==> src/rtl/key_schedule_seq_if.sv <==
// Start/status handshake and round-key read port of key_schedule_seq.
// master drives requests and read selects; slave is the key schedule itself.
interface key_schedule_seq_if #(
    parameter int SENTENCE = 128
);
    logic                start;
    logic [SENTENCE-1:0] cipher_Key;
    logic                busy;
    logic                done;
    logic                keys_Valid;
    logic [3:0]          rd_Round;
    logic [SENTENCE-1:0] rd_Key;

    modport master (
        output start, cipher_Key, rd_Round,
        input  busy, done, keys_Valid, rd_Key
    );

    modport slave (
        input  start, cipher_Key, rd_Round,
        output busy, done, keys_Valid, rd_Key
    );
endinterface

==> src/rtl/key_schedule_seq.sv <==
// Sequential AES-128 key expansion: one round key per cycle into 11 readable slots.
// Define KEY_SCHED_RDREG_EN to register rd_Key (one cycle read latency).
module key_schedule_seq #(
    parameter int BYTE     = 8,
    parameter int WORD     = 32,
    parameter int SENTENCE = 128
) (
    input logic               clk,
    input logic               rst,
    key_schedule_seq_if.slave ks
);

    localparam int         NUM_SLOTS  = 11;
    localparam logic [3:0] LAST_ROUND = 4'd10;

    localparam logic [BYTE-1:0] SBOX [256] = '{
        8'h63, 8'h7c, 8'h77, 8'h7b, 8'hf2, 8'h6b, 8'h6f, 8'hc5, 8'h30, 8'h01, 8'h67, 8'h2b, 8'hfe, 8'hd7, 8'hab, 8'h76,
        8'hca, 8'h82, 8'hc9, 8'h7d, 8'hfa, 8'h59, 8'h47, 8'hf0, 8'had, 8'hd4, 8'ha2, 8'haf, 8'h9c, 8'ha4, 8'h72, 8'hc0,
        8'hb7, 8'hfd, 8'h93, 8'h26, 8'h36, 8'h3f, 8'hf7, 8'hcc, 8'h34, 8'ha5, 8'he5, 8'hf1, 8'h71, 8'hd8, 8'h31, 8'h15,
        8'h04, 8'hc7, 8'h23, 8'hc3, 8'h18, 8'h96, 8'h05, 8'h9a, 8'h07, 8'h12, 8'h80, 8'he2, 8'heb, 8'h27, 8'hb2, 8'h75,
        8'h09, 8'h83, 8'h2c, 8'h1a, 8'h1b, 8'h6e, 8'h5a, 8'ha0, 8'h52, 8'h3b, 8'hd6, 8'hb3, 8'h29, 8'he3, 8'h2f, 8'h84,
        8'h53, 8'hd1, 8'h00, 8'hed, 8'h20, 8'hfc, 8'hb1, 8'h5b, 8'h6a, 8'hcb, 8'hbe, 8'h39, 8'h4a, 8'h4c, 8'h58, 8'hcf,
        8'hd0, 8'hef, 8'haa, 8'hfb, 8'h43, 8'h4d, 8'h33, 8'h85, 8'h45, 8'hf9, 8'h02, 8'h7f, 8'h50, 8'h3c, 8'h9f, 8'ha8,
        8'h51, 8'ha3, 8'h40, 8'h8f, 8'h92, 8'h9d, 8'h38, 8'hf5, 8'hbc, 8'hb6, 8'hda, 8'h21, 8'h10, 8'hff, 8'hf3, 8'hd2,
        8'hcd, 8'h0c, 8'h13, 8'hec, 8'h5f, 8'h97, 8'h44, 8'h17, 8'hc4, 8'ha7, 8'h7e, 8'h3d, 8'h64, 8'h5d, 8'h19, 8'h73,
        8'h60, 8'h81, 8'h4f, 8'hdc, 8'h22, 8'h2a, 8'h90, 8'h88, 8'h46, 8'hee, 8'hb8, 8'h14, 8'hde, 8'h5e, 8'h0b, 8'hdb,
        8'he0, 8'h32, 8'h3a, 8'h0a, 8'h49, 8'h06, 8'h24, 8'h5c, 8'hc2, 8'hd3, 8'hac, 8'h62, 8'h91, 8'h95, 8'he4, 8'h79,
        8'he7, 8'hc8, 8'h37, 8'h6d, 8'h8d, 8'hd5, 8'h4e, 8'ha9, 8'h6c, 8'h56, 8'hf4, 8'hea, 8'h65, 8'h7a, 8'hae, 8'h08,
        8'hba, 8'h78, 8'h25, 8'h2e, 8'h1c, 8'ha6, 8'hb4, 8'hc6, 8'he8, 8'hdd, 8'h74, 8'h1f, 8'h4b, 8'hbd, 8'h8b, 8'h8a,
        8'h70, 8'h3e, 8'hb5, 8'h66, 8'h48, 8'h03, 8'hf6, 8'h0e, 8'h61, 8'h35, 8'h57, 8'hb9, 8'h86, 8'hc1, 8'h1d, 8'h9e,
        8'he1, 8'hf8, 8'h98, 8'h11, 8'h69, 8'hd9, 8'h8e, 8'h94, 8'h9b, 8'h1e, 8'h87, 8'he9, 8'hce, 8'h55, 8'h28, 8'hdf,
        8'h8c, 8'ha1, 8'h89, 8'h0d, 8'hbf, 8'he6, 8'h42, 8'h68, 8'h41, 8'h99, 8'h2d, 8'h0f, 8'hb0, 8'h54, 8'hbb, 8'h16
    };

    typedef enum logic {
        IDLE,
        EXPAND
    } state_t;

    function automatic logic [BYTE-1:0] rcon(input logic [3:0] rnd);
        case (rnd)
            4'd1:    rcon = 8'h01;
            4'd2:    rcon = 8'h02;
            4'd3:    rcon = 8'h04;
            4'd4:    rcon = 8'h08;
            4'd5:    rcon = 8'h10;
            4'd6:    rcon = 8'h20;
            4'd7:    rcon = 8'h40;
            4'd8:    rcon = 8'h80;
            4'd9:    rcon = 8'h1b;
            4'd10:   rcon = 8'h36;
            default: rcon = '0;
        endcase
    endfunction

    function automatic logic [WORD-1:0] sub_word(input logic [WORD-1:0] w);
        logic [WORD-1:0] r;
        r = '0;
        for (int i = 0; i < WORD / BYTE; i++) begin
            r[i*BYTE +: BYTE] = SBOX[w[i*BYTE +: BYTE]];
        end
        return r;
    endfunction

    // Single AES-128 expansion round: four new words from the previous four.
    function automatic logic [SENTENCE-1:0] expand_round(input logic [SENTENCE-1:0] key,
                                                         input logic [3:0]          rnd);
        logic [WORD-1:0] w0, w1, w2, w3, t;
        w0 = key[SENTENCE-1 -: WORD];
        w1 = key[3*WORD-1 -: WORD];
        w2 = key[2*WORD-1 -: WORD];
        w3 = key[WORD-1:0];
        t  = sub_word({w3[WORD-BYTE-1:0], w3[WORD-1 -: BYTE]}) ^ {rcon(rnd), {(WORD-BYTE){1'b0}}};
        w0 = w0 ^ t;
        w1 = w1 ^ w0;
        w2 = w2 ^ w1;
        w3 = w3 ^ w2;
        return {w0, w1, w2, w3};
    endfunction

    state_t              state_q, state_d;
    logic                load, step, last;
    logic [3:0]          round_q;
    logic [SENTENCE-1:0] work_q;
    logic [SENTENCE-1:0] next_key;
    logic [SENTENCE-1:0] slot_q [NUM_SLOTS];
    logic                done_q;
    logic                valid_q;
    logic [SENTENCE-1:0] rd_sel;

    assign next_key = expand_round(work_q, round_q);
    assign last     = (round_q == LAST_ROUND);

    always_ff @(posedge clk) begin
        if (rst) state_q <= IDLE;
        else     state_q <= state_d;
    end

    // NOTE: every output of this block gets a default first, so no path leaves a latch behind.
    always_comb begin
        state_d = state_q;
        load    = 1'b0;
        step    = 1'b0;
        case (state_q)
            IDLE: begin
                if (ks.start) begin
                    load    = 1'b1;
                    state_d = EXPAND;
                end
            end
            EXPAND: begin
                step = 1'b1;
                if (last) state_d = IDLE;
            end
            default: state_d = IDLE;
        endcase
    end

    // NOTE: slots are cleared on reset because rd_Key must read zero right after it.
    always_ff @(posedge clk) begin
        if (rst) begin
            done_q  <= 1'b0;
            valid_q <= 1'b0;
            round_q <= '0;
            work_q  <= '0;
            for (int i = 0; i < NUM_SLOTS; i++) slot_q[i] <= '0;
        end else begin
            done_q <= 1'b0;
            if (load) begin
                slot_q[0] <= ks.cipher_Key;
                work_q    <= ks.cipher_Key;
                round_q   <= 4'd1;
                valid_q   <= 1'b0;
            end else if (step) begin
                slot_q[round_q] <= next_key;
                work_q          <= next_key;
                round_q         <= last ? 4'd0 : round_q + 4'd1;
                if (last) begin
                    done_q  <= 1'b1;
                    valid_q <= 1'b1;
                end
            end
        end
    end

    always_comb begin
        rd_sel = '0;
        if (ks.rd_Round <= LAST_ROUND) rd_sel = slot_q[ks.rd_Round];
    end

`ifdef KEY_SCHED_RDREG_EN
    logic [SENTENCE-1:0] rd_q;

    always_ff @(posedge clk) begin
        if (rst) rd_q <= '0;
        else     rd_q <= rd_sel;
    end

    assign ks.rd_Key = rd_q;
`else
    assign ks.rd_Key = rd_sel;
`endif

    assign ks.busy       = (state_q == EXPAND);
    assign ks.done       = done_q;
    assign ks.keys_Valid = valid_q;

endmodule

==> src/flat_wrapper.sv <==
// flat-port wrapper written by rule: the top's interface ports become plain ports
module key_schedule_seq_flat 
#(
    parameter int BYTE     = 8,
    parameter int WORD     = 32,
    parameter int SENTENCE = 128
)
  (clk, rst, ks_start, ks_cipher_Key, ks_rd_Round, ks_busy, ks_done, ks_keys_Valid, ks_rd_Key);
  key_schedule_seq_if #(.SENTENCE(SENTENCE)) ks_i ();
  input logic clk;
  input logic rst;
  input wire logic [$bits(ks_i.start)-1:0] ks_start;
  input wire logic [$bits(ks_i.cipher_Key)-1:0] ks_cipher_Key;
  input wire logic [$bits(ks_i.rd_Round)-1:0] ks_rd_Round;
  output wire logic [$bits(ks_i.busy)-1:0] ks_busy;
  output wire logic [$bits(ks_i.done)-1:0] ks_done;
  output wire logic [$bits(ks_i.keys_Valid)-1:0] ks_keys_Valid;
  output wire logic [$bits(ks_i.rd_Key)-1:0] ks_rd_Key;
  assign ks_i.start = ks_start;
  assign ks_i.cipher_Key = ks_cipher_Key;
  assign ks_i.rd_Round = ks_rd_Round;
  assign ks_busy = ks_i.busy;
  assign ks_done = ks_i.done;
  assign ks_keys_Valid = ks_i.keys_Valid;
  assign ks_rd_Key = ks_i.rd_Key;
  key_schedule_seq #(.BYTE(BYTE), .WORD(WORD), .SENTENCE(SENTENCE)) u_core (.clk(clk), .rst(rst), .ks(ks_i));
endmodule
==> config.mk <==
export PLATFORM = sky130hd
export DESIGN_NAME = key_schedule_seq_flat
export DESIGN_NICKNAME = d
export VERILOG_FILES = /design/src/rtl/key_schedule_seq_if.sv /design/src/rtl/key_schedule_seq.sv /design/src/flat_wrapper.sv
export SDC_FILE = /design/constraint.sdc
export NUM_CORES = 2
export LEC_CHECK = 0
export BUFFER_PORTS_ARGS = -buffer_cell sky130_fd_sc_hd__buf_2
export CAP_MARGIN = 20
export CORE_MARGIN = 2
export CORE_UTILIZATION = 38
export CTS_BUF_LIST = sky130_fd_sc_hd__clkbuf_4 sky130_fd_sc_hd__clkbuf_8
export CTS_CLUSTER_SIZE = 12
export DETAILED_ROUTE_END_ITERATION = 8
export HOLD_SLACK_MARGIN = 0.12
export SLEW_MARGIN = 20
export SYNTH_ARGS = -nofsm -noshare
export SYNTH_HDL_FRONTEND = slang
export SYNTH_SLANG_ARGS = --single-unit
==> constraint.sdc <==
create_clock -name clk -period 13.2 [get_ports clk]
set_clock_uncertainty 0.15 [all_clocks]
set_input_delay 1.32 -clock clk [delete_from_list [all_inputs] [get_ports clk]]
set_output_delay 1.32 -clock clk [all_outputs]
set_load 0.01 [all_outputs]
; ---- Yosys cells after proc, flatten, opt, wreduce, memory -nomap -nowiden
; Memory sizes are Yosys's and may differ from the RTL's.
; Cells that the tools add are included.
; W data, S select, Z words.
[totals]
ff_bits = 135
mem_bits_rw = 1408
rom_bits = 8320
out_inout_bits = 131
word_cells = 69
mem_count = 6
[classes]
add_sub_neg = 1
magnitude_cmp = 5
eq_ne = 1
n_mux = 33
bitwise_logic = 12
n_reduce_logical = 5
[mem_list]
columns = memory, words, width, rd, rd_ports_with_merged_regs, write_ports, line
row1 = (no name shown), 256, 8, 1, 0, 0, key_schedule_seq.sv:60  ; r[i*BYTE +: BYTE] = SBOX[w[i*BYTE +: BYTE]];
row2 = (no name shown), 256, 8, 1, 0, 0, key_schedule_seq.sv:60
row3 = (no name shown), 256, 8, 1, 0, 0, key_schedule_seq.sv:60
row4 = (no name shown), 256, 8, 1, 0, 0, key_schedule_seq.sv:60
row5 = u_core.slot_q, 11, 128, 1, 0, 11, key_schedule_seq.sv:86  ; logic [SENTENCE-1:0] slot_q [NUM_SLOTS];
row6 = (no name shown), 16, 8, 1, 0, 0, key_schedule_seq.sv:41  ; case (rnd)
[ops]
columns = op, n
row1 = $mux W128, 5
row2 = $xor A32 B32 Y32, 5
row3 = $reduce_or A128 Y1, 1
row4 = $mux W8, 8
row5 = $ge A9 B9 Y1 const B, 4
row6 = $not A8 Y9, 4
row7 = $mux W1, 17
row8 = $mux W4, 2
row9 = $add A4 B1 Y4 const B, 1
row10 = $eq A4 B4 Y1 const B, 1
row11 = $le A4 B4 Y1 const B, 1
row12 = $reduce_or A3 Y1, 1
row13 = $not A1 Y1, 2
row14 = $pmux W1 S2, 1
row15 = $reduce_and A2 Y1, 1
row16 = $reduce_bool A2 Y1, 1
row17 = $reduce_or A2 Y1, 1
row18 = $or A1 B1 Y1, 1

; ---- Logic depth before layout (Yosys ltp)
[logic_depth]
ltp_word = 11
mapped_depth = 18

; ---- Worst setup path after synthesis
; OpenSTA, ideal clock, no wires.
[synth_path]
path_kind = register -> register
start = reg u_core.state_q, in the netlist u_core.ks.busy
end = mem u_core.slot_q[9][0] (enable)
arrival_time_ns = 10.068
slack_ns = 2.180
path_stages_with_launch = 4
path_buffers = 1
period_less_slack_ns = 11.020
cell_sequence = dfxtp_1 -> clkbuf_1 -> nand2_1 -> o31ai_1
[synth_lines]
columns = item, line
row1 = from (decl), key_schedule_seq.sv:81  ; state_t state_q, state_d;
row2 = from (signal assigned), key_schedule_seq.sv:96  ; else state_q <= state_d;
row3 = to (decl), key_schedule_seq.sv:86

; ---- Worst setup path after layout
[layout_path]
start = in ks_rd_Round[0]
end = out ks_rd_Key[19]
[layout_via]
elab_chain_len = 2
[layout_lines]
columns = item, line
row1 = from (decl), flat_wrapper.sv:14  ; input wire logic [$bits(ks_i.rd_Round)-1:0] ks_rd_Round;
row2 = $mem_v2 Z11 W128 / $le A4 B4 Y1 (equally long branches), -
row3 = $mux W128 (*), key_schedule_seq.sv:148  ; if (ks.rd_Round <= LAST_ROUND) rd_sel = slot_q[ks.rd_Round];
row4 = to (decl), flat_wrapper.sv:18  ; output wire logic [$bits(ks_i.rd_Key)-1:0] ks_rd_Key;
; Mark *: on every way between the ends. The rest lies on a longest branch, timed or not.

==> results_dict.tcl <==
set metrics [dict create \
    status "complete, but fails checks" \
    violations "design-rule violations" \
    irDropWorstVdd_mv 0.1329 \
    synthCells 7909 \
    antenna_found_initial 27 \
    ys_types 122 \
    dp.cells 10540 \
    clk_latency_ns 1.05 \
    io_pins 266 \
    hold_violations 0 \
    muxShareOfSynthArea 0.1221 \
    io_buffers 265 \
    clock-root-buffer "clkbuf_8" \
    grt_setup_unrepaired "false" \
    timing_worst_slew_pin_value_ns 1.213 \
    maxCapViolations 0 \
    die_y_um 476.5 \
    n_fill_cell 21250 \
    power.density_nw_per_um2 196.6 \
    cts_tree "done" \
    worstSetupEndpointType "output port" \
    final_area_sq_um 93450 \
    nets 8008 \
    pwr-share-clk 0.234 \
    tritoncts.num_buffers 239 \
    p_leak_nw 33.80 \
    synthFlopType "edfxtp_1" \
    ys_seq_area_frac 0.5151 \
    finalPower_w 0.01838 \
    die_area_sq_um 227100 \
    cts_setup_buffers 0 \
    synth_edf_count 1280 \
    clk_pin_slew_worst_paths_ns 0.07 \
    drc 9 \
    wire_per_inst_um 32.86 \
    drt-initial-drc-count 10840 \
    multi_input_area_sq_um 37390 \
    routed_via_density 6.303 \
    final_cells 11010 \
    num_vias 69370 \
    placed_area_sq_um 88210 \
    grt_max_degree 129 \
    clock-sinks 1543 \
    die_w_um 476.5 \
    path_max_fanout 46 \
    syn_to_final_growth_pct 10.14 \
    start_util 0.3820 \
    avgSynthCellArea_sq_um 10.73 \
    synth_top_family_by_area "simple AND/OR/NAND/NOR gates" \
    drive_gt1_frac 0.1720 \
    dpl.hpwl_mm 228.6 \
    setup_violations 0 \
    gp_congestion 1.044 \
    power_frac_comb 0.439 \
    fin_tns_setup_ns 0 \
    fin_crit_sh 0.5079 \
    register_area_sq_um 43740 \
    cts_hold_buf 0 \
    hold_class "flop to flop" \
    syn_nets 8108 \
    post_cts_resized 0 \
    worstPathArrival_ns 5.23 \
    required_ns 11.73 \
    antenna_left 0 \
    syn_area_sq_um 84840 \
    p_seq_frac 0.327 \
    gr-total-overflow 0 \
    async_flop_share 0 \
    path_class "primary input to output port" \
    min_period_ns 6.704 \
    fmax_ghz 0.1492 \
    grtUsageTotal 0.3077 \
    clock_path_buffers 3 \
    internal_power_w 0.01025 \
    synth_compound_area_frac 0.1317 \
    start_kind "primary input" \
    synthSimpleGateAreaFrac 0.1490 \
    synth_xor_area_frac 0.02511 \
    grt_pass1_vias 65860 \
    cts_htree_levels 4 \
    core_sq_um 222100 \
    synth_adder_area_share 0.009645 \
    finalMaxSlewViolations 0 \
    ys_ff_latch 1543 \
    ys_warn_count 0 \
    p_switching_w 0.008122 \
    fp-row-count 173 \
    grt_first_pass_wirelength_mm 506.3 \
    drtPass1Iterations 9 \
    max_slew_margin 0.1911 \
    swShare 0.4420 \
    drt_wl_total_mm 361.7 \
]
flip-flops by register name (all words and copies together), names as in the netlist:
signal / flops
u_core.round_q: 4
u_core.slot_q: 1408
u_core.ks.done: 1
u_core.ks.busy: 1
u_core.ks.keys_Valid: 1
u_core.work_q: 128
synthesized netlist by cell type, types with 64 or more instances:
cell / count / area share
buf_1: 64 / 0.0028
a21oi_1: 301 / 0.018
nand2b_1: 114 / 0.0084
mux4_2: 299 / 0.079
inv_1: 104 / 0.0046
a31oi_1: 64 / 0.0047
a211oi_1: 133 / 0.012
mux2i_1: 319 / 0.038
clkbuf_1: 496 / 0.022
nor2_1: 1460 / 0.065
nor2b_1: 109 / 0.0080
xnor2_1: 91 / 0.0094
o211ai_1: 68 / 0.0060
nand2_1: 713 / 0.032
nand3_1: 121 / 0.0071
dfxtp_1: 263 / 0.062
nor3_1: 96 / 0.0057
edfxtp_1: 1280 / 0.45
o21ai_0: 455 / 0.027
buf_2: 177 / 0.010
layout by cell type, fill, tap and decap left out, types with 36 or more instances in the layout:
cell         n
xnor2_1     85
nand2b_1   114
o311ai_0    48
ha_1        63
clkbuf_8   260
dfxtp_1    247
inv_1      103
nor2_1    1456
mux2i_1    319
a221oi_1    39
a22oi_1     45
a31oi_1     62
nor3_1      94
and2_1      51
nor2b_1    107
nand2_1    702
a211oi_1   133
mux4_2     299
nand3_1    120
o22ai_1     41
clkbuf_4    94
edfxtp_1  1280
o21ai_0    455
clkinv_1    50
buf_4      181
o211ai_1    68
and3_1      36
a21oi_1    300
buf_2      259
layout make-up:
| cell class | count | share of cell area |
|---|---|---|
| antenna | 8 | 0.0002142 |
| clock buffer | 351 | 0.04560 |
| clock inverter | 105 | 0.009105 |
| inverter | 120 | 0.004887 |
| multi-input combinational | 5443 | 0.4002 |
| sequential | 1543 | 0.4681 |
| tap | 2975 | 0.03983 |
| timing repair buffer | 462 | 0.03208 |
worst paths after layout:
kind / from / endpoint / slack [ns] / depth (start not counted)
hold reg to reg: u_core.work_q[39] / u_core.work_q[39] / 0.30 / 2
setup reg to reg: u_core.work_q[8] / u_core.slot_q[1][53] / 6.69 / 13
hold / removal: u_core.work_q[39] / u_core.work_q[39] / 0.30 / 2
setup / recovery: ks_rd_Round[0] / ks_rd_Key[19] / 6.50 / 8
stage by stage:
stage | setup slack (ns) | hold slack, ns | utilization
2_1_floorplan | 2.180 | 0.2730 | -
3_3_place_gp | 6.413 | 0.2838 | 0.3970
3_5_place_dp | 6.404 | 0.2903 | 0.3972
4_1_cts | 6.403 | 0.3010 | 0.4202
5_1_grt | 6.176 | 0.3165 | 0.4208
6_report | 6.496 | 0.2994 | 0.4208
critical path: stages:
cell and delay (ns):
buf_8 0.41, buf_4 0.65, buf_4 0.74, buf_4 0.80, mux4_2 0.59, mux2i_1 0.15
o21ai_0 0.17, buf_2 0.22
power groups by stage:
stage	registers, W	logic, W	clock network [W]
2_1_floorplan	0.00591	0.00489	0
3_5_place_dp	0.00609	0.00775	0
6_report	0.00601	0.00806	0.00431
5_1_grt	0.00603	0.00832	0.00453
4_1_cts	0.00599	0.00778	0.00433
3_3_place_gp	0.00607	0.00776	0
routing by layer:
metal / wire length (um) / vias to the layer above / track usage / part of all wire
met1: 138500 / 35000 / 0.4053 / 0.38
met3: 38150 / 870 / 0.06377 / 0.11
li1: - / 28910 / - / -
met2: 159300 / 4581 / 0.4649 / 0.44
met4: 25580 / 10 / 0.1901 / 0.071
met5: 71 / - / 0 / 0.00020
cell families after synthesis:
family / Yosys count
and+or+nand+nor: 2907
DFF: 1543
AOI/OAI and AO/OA: 1649
buffers and inverters: 923
adders and majority gates: 65
xor gates and xnor gates: 171
muxes: 651
Power figures use the tool's default switching activity.
